## src/rtl/ps2_host_tx.sv

```systemverilog
// PS/2 host-to-device transmitter: sends one command byte (start, 8 data bits
// LSB first, odd parity, stop) and checks the device ack bit. The shared PS/2
// lines are driven only through open-drain output enables.
// Optional build macro PS2_TX_RETRY_EN: on nack/timeout the byte is resent up
// to two more times before tx_err is reported.
module ps2_host_tx #(
  parameter int INHIBIT_CYCLES = 5000,
  parameter int TIMEOUT_CYCLES = 750000,
  parameter int FILTER_LEN     = 4
) (
  input  logic       clk,
  input  logic       reset_n,
  input  logic [7:0] tx_data,
  input  logic       tx_valid,
  output logic       tx_ready,
  output logic       tx_busy,
  output logic       tx_done,
  output logic       tx_err,
  input  logic       ps2_clk_in,
  input  logic       ps2_data_in,
  output logic       ps2_clk_oe,
  output logic       ps2_data_oe
);
  localparam int INH_W = (INHIBIT_CYCLES > 1) ? $clog2(INHIBIT_CYCLES) : 1;
  // One extra count of headroom so the terminal value itself is representable
  // even when TIMEOUT_CYCLES is a power of two.
  localparam int TO_W  = (TIMEOUT_CYCLES > 1) ? $clog2(TIMEOUT_CYCLES + 1) : 1;
  localparam int FLT_W = (FILTER_LEN > 1) ? $clog2(FILTER_LEN) : 1;
  localparam logic [INH_W-1:0] INH_LAST = INH_W'(INHIBIT_CYCLES - 1);
  localparam logic [TO_W-1:0]  TO_LAST  = TO_W'(TIMEOUT_CYCLES);
  localparam logic [FLT_W-1:0] FLT_LAST = FLT_W'(FILTER_LEN - 1);

  typedef enum logic [2:0] {
    S_IDLE, S_INHIBIT, S_START, S_SEND, S_ACK, S_WAIT_IDLE
  } state_t;

  state_t state, nxt;

  logic             clk_meta, clk_sync, data_meta, data_sync;
  logic             clk_filt, clk_fall;
  logic [FLT_W-1:0] flt_cnt;
  logic [8:0]       frame_q;   // {parity, D7..D0}
  logic [3:0]       bit_cnt;
  logic             data_q;    // registered data_oe level while in SEND
  logic [INH_W-1:0] inh_cnt;
  logic [TO_W-1:0]  to_cnt;
  logic             inh_done, timeout, nack, fail, done_evt, retry_ok;

  // Two-flop synchronizers; idle bus level is high
  always_ff @(posedge clk or negedge reset_n) begin
    if (!reset_n) begin
      clk_meta  <= 1'b1;
      clk_sync  <= 1'b1;
      data_meta <= 1'b1;
      data_sync <= 1'b1;
    end else begin
      clk_meta  <= ps2_clk_in;
      clk_sync  <= clk_meta;
      data_meta <= ps2_data_in;
      data_sync <= data_meta;
    end
  end

  // Glitch filter: a new clock level needs FILTER_LEN consecutive equal samples
  always_ff @(posedge clk or negedge reset_n) begin
    if (!reset_n) begin
      clk_filt <= 1'b1;
      flt_cnt  <= '0;
    end else if (clk_sync == clk_filt) begin
      flt_cnt  <= '0;
    end else if (flt_cnt == FLT_LAST) begin
      clk_filt <= clk_sync;
      flt_cnt  <= '0;
    end else begin
      flt_cnt  <= flt_cnt + 1'b1;
    end
  end

  // Strobe in the same cycle the filtered clock is about to go 1 -> 0
  assign clk_fall = clk_filt & ~clk_sync & (flt_cnt == FLT_LAST);

  assign inh_done = (inh_cnt == INH_LAST);
  assign timeout  = (state == S_SEND || state == S_ACK) && (to_cnt == TO_LAST);
  assign nack     = (state == S_ACK) && clk_fall && data_sync && !timeout;
  assign fail     = timeout | nack;
  assign done_evt = (state == S_WAIT_IDLE) && clk_filt && data_sync;

`ifdef PS2_TX_RETRY_EN
  logic [1:0] retry_cnt;

  assign retry_ok = (retry_cnt < 2'd2);

  // Failed-attempt count; cleared on a fresh accept and on success
  always_ff @(posedge clk or negedge reset_n) begin
    if (!reset_n)                         retry_cnt <= '0;
    else if (state == S_IDLE && tx_valid) retry_cnt <= '0;
    else if (done_evt)                    retry_cnt <= '0;
    else if (fail && retry_ok)            retry_cnt <= retry_cnt + 1'b1;
  end
`else
  assign retry_ok = 1'b0;
`endif

  // State register
  always_ff @(posedge clk or negedge reset_n) begin
    if (!reset_n) state <= S_IDLE;
    else          state <= nxt;
  end

  // Next-state logic; timeout wins over a simultaneous falling edge
  always_comb begin
    nxt = state;
    unique case (state)
      S_IDLE:      if (tx_valid) nxt = S_INHIBIT;
      S_INHIBIT:   if (inh_done) nxt = S_START;
      S_START:     nxt = S_SEND;
      S_SEND: begin
        if (fail)                           nxt = retry_ok ? S_INHIBIT : S_IDLE;
        else if (clk_fall && bit_cnt == 4'd9) nxt = S_ACK;
      end
      S_ACK: begin
        if (fail)          nxt = retry_ok ? S_INHIBIT : S_IDLE;
        else if (clk_fall) nxt = S_WAIT_IDLE;
      end
      S_WAIT_IDLE: if (done_evt) nxt = S_IDLE;
      default:     nxt = S_IDLE;
    endcase
  end

  // Outputs: bus enables and handshake decoded from state
  always_comb begin
    tx_ready    = (state == S_IDLE);
    tx_busy     = (state != S_IDLE);
    ps2_clk_oe  = (state == S_INHIBIT) || (state == S_START);
    ps2_data_oe = (state == S_START) || ((state == S_SEND) && data_q);
    tx_done     = done_evt;
    tx_err      = fail && !retry_ok;
  end

  // Frame latch, counters and the data bit presented after each falling edge
  always_ff @(posedge clk or negedge reset_n) begin
    if (!reset_n) begin
      frame_q <= '0;
      bit_cnt <= '0;
      data_q  <= 1'b0;
      inh_cnt <= '0;
      to_cnt  <= '0;
    end else begin
      if (state == S_IDLE && tx_valid) frame_q <= {~^tx_data, tx_data};

      if (state != S_INHIBIT) inh_cnt <= '0;
      else if (!inh_done)     inh_cnt <= inh_cnt + 1'b1;

      if (state != S_SEND && state != S_ACK) to_cnt <= '0;
      else if (to_cnt != TO_LAST)            to_cnt <= to_cnt + 1'b1;

      if (state == S_START) begin
        bit_cnt <= '0;
        data_q  <= 1'b1;             // keep the start bit on the line until edge 1
      end else if (state == S_SEND && clk_fall && !timeout) begin
        if (bit_cnt != 4'd9) begin
          data_q  <= ~frame_q[bit_cnt];
          bit_cnt <= bit_cnt + 1'b1;
        end else begin
          data_q  <= 1'b0;           // stop bit: release data
        end
      end
    end
  end

endmodule

```

## config.mk

```make
export PLATFORM = sky130hd
export DESIGN_NAME = ps2_host_tx
export DESIGN_NICKNAME = d
export VERILOG_FILES = /design/src/rtl/ps2_host_tx.sv
export SDC_FILE = /design/constraint.sdc
export NUM_CORES = 1
export LEC_CHECK = 0
export CORE_ASPECT_RATIO = 0.5
export CORE_MARGIN = 4
export CORE_UTILIZATION = 40
export DETAILED_ROUTE_END_ITERATION = 8
export HOLD_SLACK_MARGIN = 0.08
export SLEW_MARGIN = 40
export SYNTH_ARGS = -nofsm -noshare
export SYNTH_HDL_FRONTEND = slang
export SYNTH_SLANG_ARGS = --single-unit
```

## constraint.sdc

```tcl
create_clock -name clk -period 2.07 [get_ports clk]
set_clock_uncertainty 0.1 [all_clocks]
set_input_delay 0.414 -clock clk [delete_from_list [all_inputs] [get_ports clk]]
set_output_delay 0.414 -clock clk [all_outputs]
set_load 0.02 [all_outputs]
```

==> out/results.tsv <==
stage	metric	value	unit
clocking	cts_buffers	9	
critical_path	worst-endpoint-arrival	1.77	ns
synth	synth.ff_latch_count	57	
placed_design	dpl.cell_count	446	
critical_path	crit_required	1.56	ns
run_status	failed_checks	negative setup slack	
placed_design	placed_cell_area	3596	µm²
finish	final_common_cell	dfrtp_1	
routing	drt-total-wl	6.639	mm
timing	tightestPinTransition	0.5155	ns
finish	nets	390	
routing	antenna_left	0	
critical_path	endpoint_kind	output pin	
timing	fmax	437.0	MHz
global_route	grt_max_degree	27	
finish	final_cell_area	3925	µm²
global_route	antenna_found_initial	0	
placed_design	pre_cts_ws	-0.4282	ns
run_status	outcome	complete, but fails checks	
clocking	cts_tree	yes	
floorplan	fp.dieW	130.4	µm
clocking	clk_latency	0.33	ns
synth	synth_edf_count	0	
floorplan	die_area	9021	µm²
synth	syn_area_per_cell	9.985	µm²
clocking	clock-sinks	57	
floorplan	core_area	6963	µm²
synth	yosysSeqAreaShare	0.4783	
timing	period_minus_slack	2.288	ns
pwr	p_leak	1.732	nW
floorplan	dieHeight	69.19	µm
global_route	grt_pass1_wl	11.83	mm
hold_path	min_path_type	reg2reg	
global_route	overflow	0	
timing	rsz0062_at_grt	yes	
routing	first_pass_iters	4	
finish	mostFrequentLayoutCells	dfrtp_1, buf_4, nor2_1	
synth	yosys_warnings	0	
routing	routedWlPerCell	14.22	µm
synth	synth_async_sr_flop_share	1.000	
routing	vias	2416	
floorplan	fp-row-count	21	
clocking	h-tree-depth	3	
synth	synth_nets	320	
finish	fillCellCount	637	
finish	area_delta_synth_final	31.04	%
synth	synth_area	2995	µm²
routing	drc	0	
synth	ys.flop_type	dfrtp_1	
timing	min_period_over_period	1.105	
global_route	grt_pass1_vias	2487	
critical_path	setup.worst_path.class	reg2out	
timing	final-hold-violation-count	0	
timing	max_slew_margin	0.6563	
pwr	ir_worst_vdd	392.9	µV
finish	final_cells	467	
finish	layout-drive-gt1-share	0.2453	
routing	vias_per_cell	5.173	
critical_path	start_kind	flip-flop	
synth	syn_inst	300	
synth	synth_cell_types	50	
pwr	power_density	689.3	nW/µm²
floorplan	ios	19	
finish	antenna_cells	0	
finish	postLayoutCoreUtil	0.5637	
floorplan	start_util	0.4302	
timing	setup_ws	-0.2183	ns
placed_design	io_buffer_count	18	
placed_design	dp_hpwl	4.841	mm
clocking	cts_max_path_buffers	2	
routing	drt_iter0_markers	113	
timing	drv_slew	0	
critical_path	rrSetupSlack	0.19	ns
clocking	cts-root-buf	clkbuf_16	
global_route	grt_use_total	0.1679	
critical_path	cp_max_fo	2	
timing	setup_viol_count_final	1	
clocking	clkTransAtPathRegs	0.05	ns
placed_design	place.gp.congestion	0.7902	
job	maxCapViolCount	0	
==> final timing paths <==
kind	startpoint	endpoint	cells past startpoint
worst max-delay path	to_cnt[0]	tx_err	7
worst min-delay path	clk_meta	clk_sync	0
worst max register to register	clk_filt	bit_cnt[2]	7
worst min register to register	clk_meta	clk_sync	0
max in group asynchronous	reset_n	inh_cnt[9]	3
min in group asynchronous	reset_n	to_cnt[6]	2
==> sequential cells by signal, summed over array words and instances (netlist names), 2 cells and up <==
name and flops:
to_cnt 20, inh_cnt 13, frame_q 9, bit_cnt 4, state 3, flt_cnt 2
==> cells by family (layout without fill, tap and decap cells) <==
logic type | after synthesis | in the layout | share of synthesized area
flops | 57 | 57 | 0.4783
buf+inv | 19 | 94 | 0.02464
compound gates | 44 | 44 | 0.08229
simple gates | 132 | 132 | 0.2485
fa+ha+maj | 7 | 7 | 0.02924
xor+xnor | 29 | 29 | 0.08479
mux | 12 | 12 | 0.05221
==> power breakdown <==
part / total (W) / switching (W) / internal, W
Combinational: 0.000178 / 0.0000837 / 0.0000943
Clock: 0.00136 / 0.000494 / 0.000867
Sequential: 0.00117 / 0.0000129 / 0.00115
==> synthesized netlist by cell type, drive strengths merged (3+ instances only) <==
master / instances / area share
nor4: 4 / 0.015
xor2: 11 / 0.032
or3: 10 / 0.023
dfstp: 5 / 0.044
nand2b: 3 / 0.0063
or4: 3 / 0.0075
nor2: 41 / 0.052
dfrtp: 52 / 0.43
mux2: 9 / 0.034
xnor2: 18 / 0.053
clkbuf: 5 / 0.0063
and2: 5 / 0.010
nand2: 18 / 0.023
nand3b: 3 / 0.0075
inv: 12 / 0.015
ha: 7 / 0.029
nand3: 12 / 0.022
o21ai: 18 / 0.031
a21oi: 17 / 0.028
nor3: 14 / 0.023
and3: 3 / 0.0063
nand4: 6 / 0.019
==> critical path: stages, from the launching register on <==
cell and delay (ns):
dfrtp_1 0.39, inv_2 0.09, ha_4 0.13, nor4b_4 0.19
nand4_2 0.11, or2_1 0.25, o21ai_2 0.14, buf_6 0.13
==> layer usage <==
metal	global-route usage	part of all wire
met2	0.2588	0.47
met1	0.2190	0.48
met4	0.05815	0.017
met5	0	0
met3	0.06000	0.032
==> per-stage QoR <==
step	total power, W	TNS (ns)	hold WS, ns
2_1_floorplan	0.001262	0	0.01841
3_3_place_gp	0.001352	-0.3599	0.2466
3_5_place_dp	0.001365	-0.4282	0.2484
4_1_cts	0.002751	-0.2392	0.2555
5_1_grt	0.002827	-0.3433	0.2572
6_report	0.002705	-0.2183	0.2547
==> area by class of cell <==
type | count | area, µm² | area share
clock inverter | 3 | 15.01 | 0.003825
tap | 92 | 115.1 | 0.02933
inverter | 12 | 45.04 | 0.01148
sequential | 57 | 1433 | 0.3650
timing repair buffer | 66 | 530.5 | 0.1352
multi-input combinational | 224 | 1526 | 0.3889
clock buffer | 13 | 260.3 | 0.06631
==> repair_timing <==
item                                   4_1_cts  5_1_grt
endpoints found under the hold margin       13        0
hold buffers                                 1        0
gates resized for setup                     22        6
setup endpoints to repair                    6       13
setup buffers                                2        2
pin swaps                                    3        2
No activity file was read; power rests on OpenSTA's default activity.
